--- src/rtl/rf_wb_arbiter.sv ---
// Writeback arbiter for the register file's single write port: ALU vs LSU with a
// starvation bound for the ALU. Optional stats counter enabled by RF_WB_ARB_STATS_EN.
module rf_wb_arbiter #(
    parameter int unsigned STARVE_LIMIT = 3
) (
    input  logic        clk,
    input  logic        rst_n,
    input  logic        wb_stall,
    input  logic        alu_valid,
    input  logic [4:0]  alu_rd,
    input  logic [31:0] alu_data,
    output logic        alu_ready,
    input  logic        lsu_valid,
    input  logic [4:0]  lsu_rd,
    input  logic [31:0] lsu_data,
    output logic        lsu_ready,
    output logic        rf_reg_write,
    output logic [4:0]  rf_write_reg,
    output logic [31:0] rf_write_data,
    output logic        starve_active
`ifdef RF_WB_ARB_STATS_EN
    ,
    output logic [15:0] conflict_cnt
`endif
);

    localparam logic [3:0] LIMIT = 4'(STARVE_LIMIT);

    logic [3:0]  starve_cnt_reg;
    logic [3:0]  starve_cnt_next;
    logic        starve_hit;
    logic        grant_alu;
    logic        grant_lsu;
    logic        write_en_reg;
    logic [4:0]  write_reg_reg;
    logic [31:0] write_data_reg;

    assign starve_hit = (starve_cnt_reg == LIMIT);

    // LSU has default priority; the ALU wins when the LSU is idle or once starved.
    always_comb begin
        grant_alu = 1'b0;
        grant_lsu = 1'b0;
        if (!wb_stall) begin
            if (alu_valid && (starve_hit || !lsu_valid)) begin
                grant_alu = 1'b1;
            end else if (lsu_valid) begin
                grant_lsu = 1'b1;
            end
        end
    end

    assign alu_ready = grant_alu;
    assign lsu_ready = grant_lsu;

    always_comb begin
        starve_cnt_next = starve_cnt_reg;
        if (!alu_valid || grant_alu) begin
            starve_cnt_next = 4'd0;
        end else if (!wb_stall && !starve_hit) begin
            starve_cnt_next = starve_cnt_reg + 4'd1;
        end
    end

    // x0 writes complete the handshake but never raise the write enable;
    // address/data hold so the port stays quiet.
    always_ff @(posedge clk or negedge rst_n) begin
        if (!rst_n) begin
            write_en_reg   <= 1'b0;
            write_reg_reg  <= 5'd0;
            write_data_reg <= 32'd0;
            starve_cnt_reg <= 4'd0;
        end else begin
            write_en_reg   <= 1'b0;
            starve_cnt_reg <= starve_cnt_next;
            if (grant_lsu && lsu_rd != 5'd0) begin
                write_en_reg   <= 1'b1;
                write_reg_reg  <= lsu_rd;
                write_data_reg <= lsu_data;
            end else if (grant_alu && alu_rd != 5'd0) begin
                write_en_reg   <= 1'b1;
                write_reg_reg  <= alu_rd;
                write_data_reg <= alu_data;
            end
        end
    end

    assign rf_reg_write  = write_en_reg;
    assign rf_write_reg  = write_reg_reg;
    assign rf_write_data = write_data_reg;
    assign starve_active = starve_hit;

`ifdef RF_WB_ARB_STATS_EN
    logic [15:0] conflict_cnt_reg;

    always_ff @(posedge clk or negedge rst_n) begin
        if (!rst_n) begin
            conflict_cnt_reg <= 16'd0;
        end else if (alu_valid && lsu_valid && !wb_stall && conflict_cnt_reg != 16'hFFFF) begin
            conflict_cnt_reg <= conflict_cnt_reg + 16'd1;
        end
    end

    assign conflict_cnt = conflict_cnt_reg;
`endif

endmodule
--- config.mk ---
export PLATFORM = sky130hd
export DESIGN_NAME = rf_wb_arbiter
export DESIGN_NICKNAME = d
export VERILOG_FILES = /design/src/rtl/rf_wb_arbiter.sv
export SDC_FILE = /design/constraint.sdc
export NUM_CORES = 1
export LEC_CHECK = 0
export BUFFER_PORTS_ARGS = -buffer_cell sky130_fd_sc_hd__buf_2
export CELL_PAD_IN_SITES_DETAIL_PLACEMENT = 1
export CELL_PAD_IN_SITES_GLOBAL_PLACEMENT = 1
export CORE_MARGIN = 3
export CORE_UTILIZATION = 34
export CTS_CLUSTER_DIAMETER = 80
export DETAILED_ROUTE_END_ITERATION = 10
export PLACE_DENSITY = 0.81
export SLEW_MARGIN = 20
export SYNTH_ARGS = -nofsm -noshare
export SYNTH_HDL_FRONTEND = slang
export SYNTH_SLANG_ARGS = --single-unit
--- constraint.sdc ---
create_clock -name clk -period 5.2 [get_ports clk]
set_clock_uncertainty 0.2 [all_clocks]
set_input_delay 0.52 -clock clk [delete_from_list [all_inputs] [get_ports clk]]
set_output_delay 0.52 -clock clk [all_outputs]
set_load 0.01 [all_outputs]
-- Yosys cells after proc, flatten, opt, wreduce, memory -nomap -nowiden
Cells that the tools add are included.
Widths: inputs -> output; s select.
- flip-flop bits (word level): 42
- bits of input ports: 79
- logic and storage cells: 33
- $add $sub $neg: 1
- equal/unequal tests: 1
- multiplexer cells: 13
- reduce and logical (&&, ||, !) cells: 14
- operators by type and width (cell ; count):
    $mux 32 ; 2
    $mux 5 ; 2
    $reduce_bool 5->1 ; 2
    $mux 4 ; 2
    $mux 1 ; 7
    $add 4x1->4 const B ; 1
    $eq 4x2->1 const B ; 1
    $logic_and 1x1->1 ; 4
    $logic_not 1->1 ; 4
    $reduce_bool 2->1 ; 2
    $logic_or 1x1->1 ; 2

-- Logic depth before layout (Yosys ltp)
Gate-level depths: netlist of run 1.
- word-level depth: 8
- mapped depth: 9
- gate-level depth less buffers: 7

-- Least setup slack after synthesis of run 1
Ideal clock, no wire load.
- path kind: flip-flop to output port
- start: reg starve_cnt_reg[0]
- end: out alu_ready
- arrival: 1.533 ns
- data required time: 4.480 ns
- setup slack: 2.947 ns
- cell stages (with the launch flop): 8
- cell sequence: dfrtp_1 > ha_1 > or3b_4 > a21o_4 > inv_6 > buf_12 > buf_12 > buf_12
- longest elaborated chain between the ends: 5
- RTL lines (element ; line ; source):
    start, declared ; 29 ; logic [3:0] starve_cnt_reg;
    start signal, assigned ; 75 ; starve_cnt_reg <= starve_cnt_next;
    $eq 4x2->1 ; 38 ; assign starve_hit = (starve_cnt_reg == LIMIT);
    $logic_or 1x1->1 ; 45 ; if (alu_valid && (starve_hit || !lsu_valid)) begin
    $logic_and 1x1->1 ; 45 ;
    $mux 1 ; 45 ;
    $mux 1 ; 44 ; if (!wb_stall) begin
    end, declared ; 12 ; output logic alu_ready,
Every way passes these cells.

-- Worst setup path in the final report of run 1
Ends and elaborated chain as after synthesis.

==> qor.yml, run 1 <==
outcome:
  status: "finished clean"
route:
  antenna_left: 0
  drt-vias-per-instance: 5.49
  vias: 2108
  routedWlPerCell_um: 18.8
  drc_errors: 0
  wirelength_um: 7220
  first_pass_iters: 4
  drtIter0Drc: 96
final_layout:
  synthToLayoutAreaGrowth_pct: 33.0
  largest_reg_flops: 32
  layout_commonest_cell: "buf_2"
  finish.utilization_pct: 47.1
  drive_above_1_share_pct: 46.1
  fill_cells: 729
  final_cell_mix: "119 x buf_2, 42 x dfrtp_1, 21 x and3_1, 21 x a221o_1, 13 x nor3_1"
  nets: 387
global_routing:
  grtUsageMet3_pct: 3.43
  grt_usage_pct: 20.5
  grt.busiest_layer: "met2"
  grt_pass1_wl_um: 11700
  antenna_found_initial: 1
  grt_max_degree: 43
  grt_overflow_total: 0
  first_global_vias: 2350
  met2_usage_pct: 38.1
  use_met1_pct: 23.4
die:
  coreArea_sq_um: 5960
  die_area_sq_um: 7180
  io_pins: 120
  die_y_um: 84.7
  num_rows: 28
  start_util_pct: 35.4
  fp.dieW_um: 84.7
timing:
  fmax_ghz: 0.365
  grt_setup_unrepaired: "false"
  post-route-period-util_pct: 52.7
  finalHoldViolCount: 0
  drv_slew: 0
  tns_ns: 0
  finalSetupViolations: 0
  period_needed_ns: 2.74
  worst-slew-pin-transition_ns: 0.980
  slew_headroom_pct: 34.5
worst_setup_path:
  critPathRequiredTime_ns: 4.48
  cpPeakStageDelay_ns: 0.40
  r2r_slack_ns: 2.64
  crit_arrival_ns: 2.02
  r2r-start: "starve_cnt_reg[0]"
  critPathSlowestCell: "or3b_4"
  cp-start-kind: "flip-flop"
  crit_path_end_kind: "primary output"
  r2r-end: "rf_write_data[13]"
  crit_chain: "ha_1, or3b_4, a21o_4, inv_6, buf_2"
  path_max_fanout: 38
  worst_r2r_path_depth: 7
  crit_type: "flip-flop to primary output"
placement:
  finalWeightedCongestion: 0.755
  dpl.hpwl_um: 5230
  portBuffers: 119
hold_path:
  min_from: "lsu_data[18]"
  hold_depth: 2
  worstHoldEndpoint: "rf_write_data[18]"
  min_path_type: "input pin to flip-flop"
clocking:
  cts_resized: 0
  clkLatencyLatePin_ns: 0.29
  cts_buffer_depth: 2
  cts.htree.levels: 2
  clock-root-buffer: "clkbuf_8"
  cts_buffers: 5
  cts_tree: "built"
  path_clk_slew_ns: 0.09
  clock-sinks: 42
power:
  p_total_uw: 834
  p_leak_uw: 0.00144
  power.density_nw_per_um2: 298
  peakVddDrop_uv: 112
run:
  drv_cap: 0
yosys:
  synth_fp_nets: 273
  yosysSeqAreaShare_pct: 49.9
  ys.warnings.count: 0
  ys_ff_latch: 42
  synthCells: 193
  ys_types: 37
  syn_area_sq_um: 2110
  syn_area_per_cell_sq_um: 10.9
## report_power, final
group          leakage (uW)  internal [uW]  switching [uW]
clock network     0.0000472            107             122
registers          0.000508            373            27.7
logic              0.000886           97.5             107
total               0.00144            577             257
## worst max-delay path, delay by kind of cell, from the launching register on
| family | cells | cell delay [ns] |
|---|---|---|
| buffers and inverters | 2 | 0.43 |
| adders and majority gates | 1 | 0.19 |
| AOI/OAI and AO/OA | 1 | 0.30 |
| DFF | 1 | 0.39 |
| and+or+nand+nor | 1 | 0.40 |
## layout make-up
type                            count  area, sq um  area share, %
Multi-Input combinational cell    128          888           31.7
Clock buffer                        6         82.6           2.95
Clock inverter                      2         12.5          0.446
Sequential cell                    42         1050           37.5
Antenna cell                        1         2.50         0.0893
Tap cell                           75         93.8           3.35
Inverter                            7         31.3           1.12
Timing Repair Buffer              123          641           22.9
## per-layer routing
| metal | wire [um] | share of wire [%] | vias up |
|---|---|---|---|
| met2 | 3930 | 54 | 77 |
| met1 | 2850 | 39 | 1057 |
| met5 | 0 | 0 | - |
| li1 | - | - | 966 |
| met3 | 340 | 4.7 | 8 |
| met4 | 99 | 1.4 | 0 |
## repair_timing
action	4_1_cts	5_1_grt
hold buffers	0	1
buffers inserted	0	0
endpoints found under the hold margin	0	11
## synth_stat cells, drive strengths merged
library cell  count  area, sq um
a22o              2         17.5
a2bb2oi           1         8.76
nor2b             1         6.26
nand2             6         22.5
o21ai            15         75.1
a31oi            12         75.1
nor2              5         18.8
inv               7         31.3
nor3             13         65.1
dfrtp            42         1050
xnor2             1         8.76
a211o             1         17.5
nor4              1         6.26
clkbuf            6         22.5
a21o              3         30.0
and3             21          131
a21oi             2         10.0
and2              1         6.26
nand3            11         70.1
xor2              1         8.76
nand2b            2         12.5
a221o            21          210
buf              10          114
or4b              1         10.0
a22oi             3         36.3
o32ai             1         8.76
nand4b            1         8.76
or3b              1         11.3
ha                1         12.5
## worst max path at each step
| stage | from | endpoint | depth (start not counted) |
|---|---|---|---|
| 2_1_floorplan | starve_cnt_reg[0] | alu_ready | 7 |
| 3_3_place_gp | starve_cnt_reg[0] | rf_write_reg[2] | 7 |
| 3_5_place_dp | starve_cnt_reg[0] | rf_write_reg[2] | 7 |
| 4_1_cts | starve_cnt_reg[0] | alu_ready | 5 |
| 5_1_grt | starve_cnt_reg[0] | alu_ready | 5 |
| 6_report | starve_cnt_reg[0] | alu_ready | 5 |
## cell families (layout without fill, tap and decap cells)
family                   after synthesis  after routing  share of synthesized area, %
buffers and inverters                 23            138                          7.96
flip-flops                            42             42                          49.9
AO/OA/AOI/OAI                         61             61                          23.2
other                                  0              1                             0
AND/OR/NAND/NOR                       64             64                          17.5
adder cells (fa/ha/maj)                1              1                         0.594
XOR/XNOR                               2              2                         0.832
## metrics by stage
stage	instances	cell area, sq um	hold WS [ns]	setup WS, ns
after floorplan	193	2110	0.0244	2.95
after global placement	373	2680	0.255	2.75
after detailed placement	373	2680	0.290	2.64
after CTS	381	2770	0.200	2.44
after global routing	384	2800	0.222	2.36
final	384	2800	0.234	2.46
No activity file was read; power rests on OpenSTA's default activity.
==> inputs of run 2 (changes only) <==
--- a/config.mk
+++ b/config.mk
@@ -5,14 +5,15 @@
 export SDC_FILE = /design/constraint.sdc
 export NUM_CORES = 1
 export LEC_CHECK = 0
+export ABC_AREA = 1
 export BUFFER_PORTS_ARGS = -buffer_cell sky130_fd_sc_hd__buf_2
 export CELL_PAD_IN_SITES_DETAIL_PLACEMENT = 1
 export CELL_PAD_IN_SITES_GLOBAL_PLACEMENT = 1
 export CORE_MARGIN = 3
-export CORE_UTILIZATION = 34
+export CORE_UTILIZATION = 32
 export CTS_CLUSTER_DIAMETER = 80
 export DETAILED_ROUTE_END_ITERATION = 10
-export PLACE_DENSITY = 0.81
+export PLACE_DENSITY = 0.77
 export SLEW_MARGIN = 20
 export SYNTH_ARGS = -nofsm -noshare
 export SYNTH_HDL_FRONTEND = slang
==> constraint.sdc (replaced) <==
create_clock -name clk -period 2.6 [get_ports clk]
set_clock_uncertainty 0.2 [all_clocks]
set_input_delay 0.26 -clock clk [delete_from_list [all_inputs] [get_ports clk]]
set_output_delay 0.26 -clock clk [all_outputs]
set_load 0.01 [all_outputs]
==> run 2 against run 1 <==
  * Cell count rose by 25%
  * Sequential share of layout area fell by 3.7 points
  * Sequential cell count did not move
  * Combinational power rose by 140%
  * Synthesized cell count rose by 40%
  * Global-route usage fell by 1.3 points
  * Clock power rose to 2.8 times the previous value
  * First-iteration DRC count rose by 26%
==> qor.yml, run 2 <==
timing:
  post-route-period-util_pct: 92.1
  slew_headroom_pct: 36.7
  period_needed_ns: 2.39
  hold_ws_ns: 0.00826
  worst-slew-pin-transition_ns: 0.949
  finalHoldViolCount: 0
  tns_ns: 0
  fmax_ghz: 0.418
  drv_slew: 0
  grt_setup_unrepaired: "false"
  finalSetupViolations: 0
clocking:
  cts.htree.levels: 2
  clkLatencyLatePin_ns: 0.29
  cts_buffers: 5
  cts_tree: "built"
  path_clk_slew_ns: 0.08
  cts_buffer_depth: 2
  hold_buffers: 1
  cts_resized: 0
  clock-sinks: 42
  clock-root-buffer: "clkbuf_8"
  postCtsSetupBuffers: 0
worst_setup_path:
  crit_buf_inv: 1
  crit_path_end: "rf_write_data[8]"
  cp-start-kind: "flip-flop"
  worst_r2r_path_depth: 9
  crit_path_end_kind: "flip-flop"
  crit_arrival_ns: 2.38
  r2r-start: "starve_cnt_reg[0]"
  crit_family: "simple AND/OR/NAND/NOR gates"
  crit_chain: "ha_1, nand2_2, nand2_2, nand2_4, nand3_4, nand2_4, inv_2, nand2_1, nand2_1"
  path_depth: 9
  setup.worst_path.start: "starve_cnt_reg[0]"
  cpPeakStageDelay_ns: 0.46
  r2r_slack_ns: 0.21
  path_max_fanout: 36
  critPathSlowestCell: "nand3_4"
  crit_type: "flip-flop to flip-flop"
  critPathRequiredTime_ns: 2.58
  r2r-end: "rf_write_data[8]"
die:
  num_rows: 30
  fp.dieW_um: 92.0
  coreArea_sq_um: 6980
  die_area_sq_um: 8460
  die_y_um: 92.0
  start_util_pct: 33.9
  io_pins: 120
yosys:
  async_flop_share_pct: 100
  synthFlopType: "dfrtp_1"
  synth_top_area_share_pct: 44.4
  yosys.area.top_type: "dfrtp_1"
  ys_ff_latch: 42
  synth_fp_nets: 351
  synth_edf_count: 0
  synth.most_common_cell: "nand3_1"
  yosysSeqAreaShare_pct: 44.4
  ys_types: 27
  synth_area_leaders: "dfrtp_1 44%, nand3_1 19%, nand4_1 9.8%"
  synthCells: 271
  syn_area_per_cell_sq_um: 8.73
  ys.warnings.count: 0
  synth_common_cells: "88 x nand3_1, 42 x dfrtp_1, 37 x nand4_1"
  syn_area_sq_um: 2370
route:
  first_pass_iters: 4
  routedWlPerCell_um: 16.8
  drtIter0Drc: 121
  drc_errors: 0
  wirelength_um: 8050
  drt-vias-per-instance: 5.13
  antenna_left: 0
  vias: 2456
final_layout:
  layout_commonest_cell: "buf_2"
  synthToLayoutAreaGrowth_pct: 31.3
  largest_reg_flops: 32
  final_cell_mix: "119 x buf_2, 88 x nand3_1, 42 x dfrtp_1"
  nets: 462
  antenna_cells: 0
  drive_above_1_share_pct: 40.7
  fill_cells: 903
run:
  drv_cap: 0
global_routing:
  grt_usage_pct: 19.1
  grt_pass1_wl_um: 13000
  grt_max_degree: 43
  first_global_vias: 2563
  grt_overflow_total: 0
  antenna_found_initial: 1
placement:
  portBuffers: 119
  finalWeightedCongestion: 0.782
  dpl.hpwl_um: 5860
outcome:
  status: "finished clean"
power:
  p_leak_uw: 0.00165
  power.density_nw_per_um2: 629
  peakVddDrop_uv: 249
hold_path:
  min_path_type: "input pin to flip-flop"
==> run 2: cell count changes after synthesis, sizes merged, moves of 11 or more <==
cell,delta
nand3,+88
nand4,+38
nand2,+29
a221o,-21
and3,-21
o21ai,-14
a31oi,-11
buf,+11
nor3,-11
==> run 2: logic make-up (layout without fill, tap and decap cells) <==
family	count (synthesis)	after routing	synth area share [%]
buf+inv	40	152	10.3
xor+xnor	1	1	0.370
fa+ha+maj	1	1	0.529
flops	42	42	44.4
compound gates	3	3	0.687
simple gates	184	184	43.7
==> run 2: worst min path at each step <==
stage                      start                end  slack, ns  cells after the start
floorplan                  rst_n       rf_reg_write      -0.24                      0
detailed placement         rst_n  rf_write_data[12]       0.26                      1
global placement           rst_n  rf_write_data[13]       0.26                      1
global route        alu_data[13]  rf_write_data[13]       0.01                      3
finish              alu_data[14]  rf_write_data[14]      0.008                      3
CTS                 alu_data[14]  rf_write_data[14]     0.0004                      3
==> run 2: routing by layer <==
| metal | vias up | track usage [%] | part of all wire, % |
|---|---|---|---|
| met1 | 1159 | 25.9 | 44 |
| met4 | 2 | 4.21 | 1.1 |
| met2 | 105 | 30.1 | 47 |
| met5 | - | 0 | 0.087 |
| li1 | 1182 | - | - |
| met3 | 8 | 5.99 | 8.1 |
==> run 2: stage by stage <==
stage	total power [uW]	std cells	utilization [%]	cell area (sq um)	setup WS (ns)
3_5_place_dp	1340	470	42.3	2950	0.217
3_3_place_gp	1320	470	42.3	2950	0.334
6_report	1950	479	44.5	3110	0.205
5_1_grt	2070	479	44.5	3110	0.0174
4_1_cts	1980	479	44.5	3110	0.218
2_1_floorplan	1100	271	-	2370	0.980
==> run 2: area by class of cell <==
type                    count  area [sq um]  share of cell area (%)
flip-flops and latches     42          1050                    33.8
clock inverters             2          60.1                    1.93
well taps                  96           120                    3.87
repair buffers            127           658                    21.2
inverters                  17          63.8                    2.05
clock buffers               6          82.6                    2.66
multi-input cells         189          1070                    34.5
==> run 2: worst min-delay path: cells and delay by family <==
family                 cells  cell delay, ns
and+or+nand+nor            2            0.13
buffers and inverters      1            0.08
==> run 2: power by group <==
group	switching [uW]	internal, uW	leakage [uW]
clock	226	410	0.0000714
combinational	279	209	0.00106
sequential	67.0	762	0.000521
total	572	1380	0.00165
